==> config.mk <==
export PLATFORM = sky130hd
export DESIGN_NAME = c7bbiu_rd_arb
export DESIGN_NICKNAME = d
export VERILOG_FILES = /design/src/rtl/c7bbiu_rd_arb.sv
export SDC_FILE = /design/constraint.sdc
export NUM_CORES = 1
export LEC_CHECK = 0
export CAP_MARGIN = 15
export CORE_MARGIN = 5
export CORE_UTILIZATION = 28
export DETAILED_ROUTE_END_ITERATION = 6
export PLACE_DENSITY_LB_ADDON = 0.05
export SETUP_SLACK_MARGIN = 0.4
export SYNTH_ARGS = -nofsm -noshare
export SYNTH_HDL_FRONTEND = slang
export SYNTH_SLANG_ARGS = --single-unit
==> constraint.sdc <==
create_clock -name clk -period 6.05 [get_ports clk]
set_clock_uncertainty 0.2 [all_clocks]
set_input_delay 0.9075 -clock clk [delete_from_list [all_inputs] [get_ports clk]]
set_output_delay 0.9075 -clock clk [all_outputs]
set_load 0.01 [all_outputs]
==> src/rtl/c7bbiu_rd_arb.sv <==
// Read-address arbiter for the BIU: round-robin sharing of the AXI AR channel between
// IFU, LSU and ICU, with one outstanding read per requester and a global outstanding cap.
module c7bbiu_rd_arb #(
    parameter logic [3:0] RID_IFU   = 4'd0,
    parameter logic [3:0] RID_LSU   = 4'd1,
    parameter logic [3:0] RID_ICU   = 4'd2,
    parameter int         MAX_OUTST = 2
) (
    input  logic        clk,
    input  logic        reset,
    input  logic        ifu_rd_req,
    input  logic [31:0] ifu_rd_addr,
    input  logic [2:0]  ifu_rd_size,
    input  logic        lsu_rd_req,
    input  logic [31:0] lsu_rd_addr,
    input  logic [2:0]  lsu_rd_size,
    input  logic        icu_rd_req,
    input  logic [31:0] icu_rd_addr,
    input  logic [2:0]  icu_rd_size,
    input  logic [7:0]  icu_rd_len,
    output logic        ifu_rd_gnt,
    output logic        lsu_rd_gnt,
    output logic        icu_rd_gnt,
    input  logic        axi_ar_ready,
    output logic        arb_rd_val,
    output logic [3:0]  arb_rd_id,
    output logic [31:0] arb_rd_addr,
    output logic [1:0]  arb_rd_burst,
    output logic [7:0]  arb_rd_len,
    output logic [2:0]  arb_rd_size,
    output logic        arb_rd_lock,
    output logic [3:0]  arb_rd_cache,
    output logic [2:0]  arb_rd_prot,
    input  logic        r_valid,
    input  logic        r_last,
    input  logic [3:0]  r_id,
    input  logic [1:0]  r_resp,
    output logic [2:0]  rd_pend,
    output logic        rd_err
);

    localparam logic [1:0] MAX_CNT = 2'(MAX_OUTST);

    logic [2:0] pend;
    logic [1:0] outst_cnt;
    logic [1:0] rr_ptr;

    logic [2:0] req;
    logic [2:0] elig;
    logic [2:0] win_oh;
    logic [2:0] gnt;
    logic [2:0] done_vec;
    logic [1:0] win;
    logic       can_issue;
    logic       issue;
    logic       done;

    // First eligible index strictly after ptr in cyclic order 0 -> 1 -> 2 -> 0.
    function automatic logic [1:0] pick(input logic [1:0] ptr, input logic [2:0] e);
        logic [1:0] res;
        int         idx;
        res = 2'd0;
        for (int k = 3; k >= 1; k--) begin
            idx = (int'(ptr) + k) % 3;
            if (e[idx]) res = 2'(idx);
        end
        return res;
    endfunction

    assign req       = {icu_rd_req, lsu_rd_req, ifu_rd_req};
    assign elig      = req & ~pend;
    assign can_issue = axi_ar_ready & (outst_cnt < MAX_CNT);
    assign issue     = ~reset & can_issue & (|elig);
    assign win       = pick(rr_ptr, elig);

    always_comb begin
        win_oh      = 3'b001;
        arb_rd_id   = RID_IFU;
        arb_rd_addr = ifu_rd_addr;
        arb_rd_size = ifu_rd_size;
        arb_rd_len  = 8'd0;
        case (win)
            2'd1: begin
                win_oh      = 3'b010;
                arb_rd_id   = RID_LSU;
                arb_rd_addr = lsu_rd_addr;
                arb_rd_size = lsu_rd_size;
            end
            2'd2: begin
                win_oh      = 3'b100;
                arb_rd_id   = RID_ICU;
                arb_rd_addr = icu_rd_addr;
                arb_rd_size = icu_rd_size;
                arb_rd_len  = icu_rd_len;
            end
            default: ;
        endcase
    end

    assign gnt          = issue ? win_oh : 3'b000;
    assign ifu_rd_gnt   = gnt[0];
    assign lsu_rd_gnt   = gnt[1];
    assign icu_rd_gnt   = gnt[2];
    assign arb_rd_val   = issue;
    assign arb_rd_burst = 2'b01;
    assign arb_rd_lock  = 1'b0;
    assign arb_rd_cache = 4'b0000;
    assign arb_rd_prot  = 3'b000;

    // Only the final beat of a read owned by a pending requester retires it.
    assign done_vec[0] = r_valid & r_last & pend[0] & (r_id == RID_IFU);
    assign done_vec[1] = r_valid & r_last & pend[1] & (r_id == RID_LSU);
    assign done_vec[2] = r_valid & r_last & pend[2] & (r_id == RID_ICU);
    assign done        = |done_vec;
    assign rd_err      = done & (|r_resp);
    assign rd_pend     = pend;

    always_ff @(posedge clk or posedge reset) begin
        if (reset) begin
            pend      <= 3'b000;
            outst_cnt <= 2'd0;
            rr_ptr    <= 2'd2;
        end else begin
            pend <= (pend & ~done_vec) | gnt;
            if (issue && !done)
                outst_cnt <= outst_cnt + 2'd1;
            else if (!issue && done)
                outst_cnt <= outst_cnt - 2'd1;
            if (issue)
                rr_ptr <= win;
        end
    end

endmodule

Word level (Yosys, flattened, before mapping) --
Cells that the tools add are included.
Word-level totals: flip-flop bits (word level) 7, latch bits 0, bits in writable memories 0, ROM bits 0, input port bits 127, output and inout port bits 65, memories 0
Operators by class: $add $sub $neg 5, $mul 0, divide/modulo/power cells 3, magnitude comparators 4, equality and inequality tests 4, shifts and indexed selects 0, mux-type cells 20, bitwise gates (word level) 17, reduce and logical (&&, ||, !) cells 9
Operators by type and width (number):
- $lt A32 B4 Y1 const B | 3
- $mod A32 B3 Y32 const B | 3
- $pmux W32 S2 | 1
- $pmux W3 S2 | 2
- $and A1 B1 Y1 | 11
- $mux W2 | 5
- $mux W8 | 1
- $add A2 B2 Y3 const B | 2
- $and A3 B3 Y3 | 2
- $bmux W1 S2 | 3
- $mux W1 | 6
- $not A3 Y3 | 2
- $reduce_or A3 Y1 | 2
- $eq A4 B1 Y1 const B | 1
- $eq A4 B2 Y1 const B | 1
- $logic_not A4 Y1 | 1
- $pmux W2 S2 | 1
- $add A2 B1 Y3 const B | 1
- $mux W3 | 1
- $or A3 B3 Y3 | 1
- $add A2 B1 Y2 const B | 1
- $eq A2 B1 Y1 const B | 1
- $eq A2 B2 Y1 const B | 1
- $logic_and A1 B1 Y1 | 2
- other kinds (6) | 7

Logic depth before layout (Yosys ltp) --
Gate-level depths: netlist of run 1.
depth after elaboration 12, gate-level depth with buffers 11

Least setup slack after synthesis of run 1 --
No wires, ideal clock.
kind input to output, start input port lsu_rd_req, end output port arb_rd_addr[10], data arrival time 2792 ps, required time 4943 ps, slack 2151 ps, stages 9, path buffers 2, cells stage by stage and4bb_4 > a21oi_1 > a21boi_0 > a21o_1 > ha_1 > clkbuf_1 > clkbuf_1 > a22oi_1 > o21ai_0
On the way: longest elaborated chain between the ends 9
Ends and longest elaborated chain:
- start: declaration | line 14 | input logic lsu_rd_req,
- $and A3 B3 Y3 * | line 71 | assign elig = req & ~pend;
- $bmux W1 S2 | line 65 | if (e[idx]) res = 2'(idx);
- $mux W1 (implied by the code) (2 in series) | line 65
- $mux W2 (2 in series) | line 65
- $mux W2 * | line 65
- via win[0] | line 53 | logic [1:0] win;
- $eq A2 B2 Y1 / $eq A2 B1 Y1 (equally long branches) | line 82 | case (win)
- $pmux W32 S2 * | line 82
- end: declaration | line 27 | output logic [31:0] arb_rd_addr,
The timed path passes the listed nets; every way through them passes the cells marked *. The select of a mux whose other input is x is not followed.

Worst setup path after layout of run 1 --
start input port ifu_rd_req, end output port arb_rd_addr[17]
On the way: longest elaborated chain between the ends 9
Ends and longest elaborated chain:
- start: declaration | line 11 | input logic ifu_rd_req,
- $and A3 B3 Y3 * | line 71
- $bmux W1 S2 | line 65
- $mux W1 (implied by the code) (2 in series) | line 65
- $mux W2 (2 in series) | line 65
- $mux W2 * | line 65
- $eq A2 B2 Y1 / $eq A2 B1 Y1 (equally long branches) | line 82
- $pmux W32 S2 * | line 82
Mark *: on every way between the ends. The rest lies on a longest branch, timed or not. The select of a mux whose other input is x is not followed.

==> results of run 1 <==
==> synth_stat cells <==
library cell | n | area share [%]
a2111oi_4 | 1 | 1.9
a21boi_0 | 1 | 0.51
a21o_1 | 5 | 2.6
a21oi_1 | 2 | 0.68
a22oi_1 | 35 | 18
a31o_1 | 1 | 0.60
a31o_2 | 1 | 0.60
a31oi_4 | 1 | 1.4
and2_1 | 8 | 3.4
and2_2 | 3 | 1.5
and4bb_1 | 1 | 0.85
and4bb_4 | 1 | 1.1
buf_4 | 12 | 6.1
clkbuf_1 | 17 | 4.3
conb_1 | 2 | 0.51
dfrtp_1 | 6 | 10
dfstp_2 | 1 | 1.8
ha_1 | 9 | 7.7
inv_1 | 6 | 1.5
mux2_4 | 1 | 1.0
mux2i_1 | 1 | 0.68
nand2_1 | 39 | 10
nand2b_1 | 3 | 1.3
nand3b_1 | 1 | 0.51
nor2_1 | 4 | 1.0
nor2b_1 | 5 | 2.1
nor3_1 | 1 | 0.34
nor3b_1 | 1 | 0.51
o21ai_0 | 35 | 12
o22ai_1 | 1 | 0.43
o2bb2ai_1 | 1 | 0.60
o311ai_2 | 1 | 1.1
or3b_1 | 1 | 0.60
or3b_4 | 1 | 0.77
xnor2_1 | 1 | 0.60
xor2_1 | 2 | 1.2
==> per-stage QoR <==
stage                     total power [mW]  instance area, um^2  instances  hold slack, ns  util, %
after floorplan                     0.7759                 1505        222          0.2431        -
after global placement               1.467                 3268        445          0.2689    63.99
after detailed placement             1.468                 3268        445          0.2871    63.99
after CTS                            1.543                 3313        449          0.2917    64.87
after global routing                 1.664                 3313        449          0.3085    64.87
final                                1.523                 3313        449          0.2837    64.87
==> per-layer routing <==
metal	global-route usage, %	routed length [um]
met5	0	0
met2	37.26	4012
met3	7.484	642
met4	4.983	130
met1	22.48	2651
==> critical path, cell delays in order <==
cell	delay [ns]
clkdlybuf4s50_1	0.47
nor2b_1	0.29
a21oi_1	0.15
a21boi_0	0.18
a21oi_1	0.26
ha_2	0.72
a22oi_1	0.15
o21ai_0	0.26
clkdlybuf4s50_1	0.58
==> power groups by stage <==
stage	clock network [mW]	registers (mW)	logic, mW
final	0.0642	0.0964	1.36
after global routing	0.0667	0.101	1.50
after CTS	0.0644	0.0972	1.38
after detailed placement	0	0.0974	1.37
after global placement	0	0.0957	1.37
after floorplan	0	0.0930	0.683
==> final cells by class <==
cell class	count	area, um^2	area share, %
Sequential cell	7	176.4	5.325
Multi-Input combinational cell	180	1155	34.86
Inverter	6	22.52	0.6798
Tap cell	70	87.58	2.644
Clock buffer	4	45.04	1.360
Timing Repair Buffer	182	1827	55.14
==> flip-flops by register name, indices dropped and copies added (netlist names) <==
signal,flops
outst_cnt,2
rd_pend,3
rr_ptr,2
==> logic make-up after synthesis <==
kind of cell             share of synthesized area [%]
AO/OA/AOI/OAI                                    40.24
AND/OR/NAND/NOR                                  24.04
buffers and inverters                            12.02
adder cells (fa/ha/maj)                          7.673
flip-flops                                       12.02
XOR/XNOR                                         1.791
other                                           0.5117
multiplexers                                     1.705
==> worst paths after layout <==
check / from / end / slack, ns / cells after the start
worst max-delay path: ifu_rd_req / arb_rd_addr[17] / 0.96 / 9
min in group asynchronous: reset / rd_pend[2] / 0.79 / 2
max in group asynchronous: reset / rr_ptr[1] / 4.59 / 2
worst max register to register: rr_ptr[0] / rd_pend[0] / 3.00 / 9
worst min-delay path: outst_cnt[1] / outst_cnt[1] / 0.28 / 1
worst min register to register: outst_cnt[1] / outst_cnt[1] / 0.28 / 1
==> flow_metrics.env, run 1 <==
export IMPL_nets=516
export IMPL_syn2layout_area_growth_pct=125.7
export IMPL_layout_commonest_cell="clkdlybuf4s50_1"
export IMPL_cts_root_buffer_cell="clkbuf_8"
export IMPL_path_clk_slew_ns=0.04
export IMPL_syn_cell_area_um2=1468
export IMPL_final_cell_mix="179 x clkdlybuf4s50_1, 39 x nand2_1, 35 x a22oi_1, 35 x o21ai_0, 12 x conb_1"
export IMPL_hpwl_um=6428
export IMPL_finalSetupViolCount=0
export IMPL_tightest_slew_ns=0.7578
export IMPL_place_congestion=0.8226
export IMPL_cts_resized=0
export IMPL_pre_cts_slack_ns=0.9890
export IMPL_critPathRequiredTime_ns=4.94
export IMPL_sw_frac_of_total_pct=46.61
export IMPL_viasPerCell=4.655
export IMPL_start_util_pct=28.74
export IMPL_grt_overflow=0
export IMPL_vias=2090
export IMPL_maxSlewViolCount=0
export IMPL_grt_pass1_vias=2200
export IMPL_critPathKind="input pin to primary output"
export IMPL_syn_avg_cell_area_um2=6.923
export IMPL_drc_errors=0
export IMPL_fin_crit_sh_pct=84.18
export IMPL_track_usage_pct=20.53
export IMPL_status="finished clean"
export IMPL_p_comb_share_pct=89.5
export IMPL_rows=26
export IMPL_grt_start_max_net_pins=44
export IMPL_rsz0062_at_grt="false"
export IMPL_final_antenna_net_count=0
export IMPL_seq_power_share_pct=6.3
export IMPL_hold_viol=0
export IMPL_p_switching_mw=0.7097
export IMPL_clkLatencyLatePin_ns=0.22
export IMPL_tns_ns=0
export IMPL_ir_worst_vdd_uv=281.3
export IMPL_core_um2=5107
export IMPL_power_density_nw_per_um2=459.6
export IMPL_antenna_cells=0
export IMPL_p_int_mw=0.8130
export IMPL_postSynthCellCount=212
export IMPL_die_h_um=82.40
export IMPL_grt_pass1_wl_um=10700
export IMPL_yosysSeqAreaShare_pct=12.02
export IMPL_layout_drive_gt1_share_pct=4.749
export IMPL_clkPwrFrac_pct=4.2
export IMPL_dr_pass1_iters=5
export IMPL_ctsHoldBuffers=0
export IMPL_routed_wl_um=7437
export IMPL_fmax_mhz=196.4
export IMPL_synth_warning_count=0
export IMPL_cts_buffers=3
export IMPL_htree_levels=1
export IMPL_io_buffers=179
export IMPL_antenna_found_initial=0
export IMPL_dr_first_iter_drc_count=60
export IMPL_relSlewSlack_pct=49.48
export IMPL_boundaryPins=192
export IMPL_crit_path_end_kind="primary output"
export IMPL_hold_path_class="flop to flop"
export IMPL_die_w_um=82.40
export IMPL_cts_buffer_depth=2
export IMPL_wl_per_cell_um=16.56
export IMPL_cap_violations=0
export IMPL_min_period_ns=5.093
export IMPL_cts_setup_buffers=0
export IMPL_start_kind="input pin"
export IMPL_ys_ff_latch=7
export IMPL_nFillCells=472
export IMPL_cts_tree="done"
export IMPL_p_leak_nw=1.290
export IMPL_yosysUniqueCellTypes=36
export IMPL_die_area_um2=6790
export IMPL_layout_setup_ws_ns=0.9574
export IMPL_cp_max_fo=43
export IMPL_clock_sinks=7
export IMPL_cp_arrival_ns=3.99
(Power assumes the default switching activity.)
==> run 2: changes to the inputs <==
--- a/config.mk
+++ b/config.mk
@@ -7,7 +7,7 @@
 export LEC_CHECK = 0
 export CAP_MARGIN = 15
 export CORE_MARGIN = 5
-export CORE_UTILIZATION = 28
+export CORE_UTILIZATION = 23
 export DETAILED_ROUTE_END_ITERATION = 6
 export PLACE_DENSITY_LB_ADDON = 0.05
 export SETUP_SLACK_MARGIN = 0.4
==> constraint.sdc (replaced) <==
create_clock -name clk -period 4.1 [get_ports clk]
set_clock_uncertainty 0.2 [all_clocks]
set_input_delay 0.615 -clock clk [delete_from_list [all_inputs] [get_ports clk]]
set_output_delay 0.615 -clock clk [all_outputs]
set_load 0.01 [all_outputs]
==> flow_metrics.env, run 2 (synthesis results as in run 1) <==
export IMPL_status="finished clean"
export IMPL_placed_area_um2=3407
export IMPL_use_met3_pct=5.927
export IMPL_min_period_ns=3.588
export IMPL_viasPerCell=4.586
export IMPL_antenna_found_initial=0
export IMPL_layout_commonest_cell="clkdlybuf4s50_1"
export IMPL_busiest_layer="met2"
export IMPL_die_h_um=89.88
export IMPL_grtUsageMet2_pct=33.60
export IMPL_fmax_mhz=278.7
export IMPL_start_kind="flop"
export IMPL_hpwl_um=6630
export IMPL_dr_pass1_iters=4
export IMPL_routed_wl_um=8120
export IMPL_boundaryPins=192
export IMPL_critPathRequiredTime_ns=3.28
export IMPL_hold_path_depth=1
export IMPL_grt_start_max_net_pins=33
export IMPL_rsz0062_at_grt="true"
export IMPL_crit_path_end_kind="primary output"
export IMPL_cts_buffer_depth=2
export IMPL_track_usage_pct=17.76
export IMPL_rows=29
export IMPL_final_antenna_net_count=0
export IMPL_r2r_end="rd_pend[0]"
export IMPL_htree_levels=1
export IMPL_dr_first_iter_drc_count=77
export IMPL_place_congestion=0.9348
export IMPL_wl_per_cell_um=16.99
export IMPL_vias=2192
export IMPL_hp_start="outst_cnt[1]"
export IMPL_power_mw=2.593
export IMPL_path_clk_slew_ns=0.04
export IMPL_cap_violations=0
export IMPL_hold_end="outst_cnt[1]"
export IMPL_clkLatencyLatePin_ns=0.22
export IMPL_hold_path_class="flop to flop"
export IMPL_cts_buffers=3
export IMPL_p_leak_nw=1.546
export IMPL_cp_max_fo=7
export IMPL_finalSetupViolCount=0
export IMPL_ctsHoldBuffers=0
export IMPL_antenna_cells=0
export IMPL_nets=538
export IMPL_final_cell_area_um2=3541
export IMPL_largest_reg_flops=3
export IMPL_start_util_pct=23.38
export IMPL_power_density_nw_per_um2=732.2
export IMPL_critPathKind="flop to primary output"
export IMPL_reg2reg_depth=9
export IMPL_io_buffers=179
export IMPL_fin_crit_sh_pct=87.50
export IMPL_core_um2=6277
export IMPL_grt_overflow=0
export IMPL_grt_pass1_wl_um=11830
export IMPL_hold_viol=0
export IMPL_ir_worst_vdd_uv=473.1
export IMPL_layout_drive_gt1_share_pct=22.94
export IMPL_r2r_setup_slack_ns=1.37
export IMPL_syn2layout_area_growth_pct=141.3
export IMPL_cp_arrival_ns=2.77
export IMPL_met1_usage_pct=19.26
export IMPL_cts_root_buffer_cell="clkbuf_8"
export IMPL_maxSlewViolCount=0
export IMPL_drc_errors=0
export IMPL_die_w_um=89.88
export IMPL_r2r_start="rr_ptr[1]"
export IMPL_die_area_um2=8078
export IMPL_grt_pass1_vias=2247
export IMPL_cts_tree="done"
export IMPL_final_cell_mix="131 x clkdlybuf4s50_1, 39 x nand2_1, 32 x o21ai_0"
export IMPL_clock_sinks=7
[run 2: cell types whose count changed in the layout (fill, tap and decap cells not counted), sizes merged]
cell           delta
buf              +24
dlymetal6s2s      +2
dlygate4sd2       +9
clkdlybuf4s50    -48
clkbuf           +32
clkdlybuf4s15     +3
[run 2: timing repair]
action	4_1_cts	5_1_grt
gates cloned	0	4
pin swaps	3	2
endpoints found under the setup margin	46	48
buffers inserted	3	1
gates resized for setup	103	80
[run 2: worst max-delay path by stage]
stage	slack [ns]	end	start	cells after the start
CTS	0.33	arb_rd_addr[19]	lsu_rd_req	10
detailed placement	-0.05	arb_rd_addr[19]	ifu_rd_req	10
global placement	-0.02	arb_rd_addr[19]	lsu_rd_req	10
global route	0.39	arb_rd_addr[12]	ifu_rd_req	11
finish	0.51	ifu_rd_gnt	rr_ptr[1]	9
floorplan	0.60	arb_rd_addr[10]	rr_ptr[1]	10
[run 2: through the flow]
stage           TNS, ns  utilization (%)  setup slack [ns]  cells  hold WS, ns
5_1_grt               0            56.41            0.3905    478       0.2960
6_report              0            56.41            0.5124    478       0.2815
3_3_place_gp   -0.02340            54.28          -0.02239    466       0.2785
4_1_cts               0            56.07            0.3301    473       0.2888
2_1_floorplan         0                -            0.5956    222       0.2177
3_5_place_dp    -0.2091            54.28          -0.05143    466       0.2839
[run 2: cell type report]
class	count	area, um^2
multi-input combinational	180	1264
clock buffer	4	45.04
timing repair buffer	204	1937
inverter	6	22.52
fill	624	2736
sequential	7	176.4
tap	77	96.34
[run 2: worst max-delay path: stages, from the launching register on]
cell and delay [ns]:
dfstp_2 0.56, ha_4 0.22, and4bb_2 0.34, a2111oi_4 0.05
o311ai_4 0.34, inv_2 0.10, ha_4 0.41, buf_8 0.15
and2_2 0.15, clkdlybuf4s15_2 0.23
[run 2: per-layer routing]
| layer | vias up | routed length (um) |
|---|---|---|
| li1 | 1112 | - |
| met1 | 968 | 3040 |
| met2 | 106 | 4280 |
| met3 | 6 | 727 |
| met4 | 0 | 72 |
| met5 | - | 0 |
[run 2: power by group]
| group | switching (mW) | internal, mW | total [mW] |
|---|---|---|---|
| Combinational | 1.16 | 1.19 | 2.35 |
| Clock | 0.0269 | 0.0670 | 0.0939 |
| Sequential | 0.0406 | 0.105 | 0.145 |
==> run 3: changes to the inputs <==
--- a/config.mk
+++ b/config.mk
@@ -5,7 +5,7 @@
 export SDC_FILE = /design/constraint.sdc
 export NUM_CORES = 1
 export LEC_CHECK = 0
-export CAP_MARGIN = 15
+export CAP_MARGIN = 20
 export CORE_MARGIN = 5
 export CORE_UTILIZATION = 23
 export DETAILED_ROUTE_END_ITERATION = 6
==> results of run 3 <==
Same layout as run 2: the final DEF is identical, and so are final timing and power.
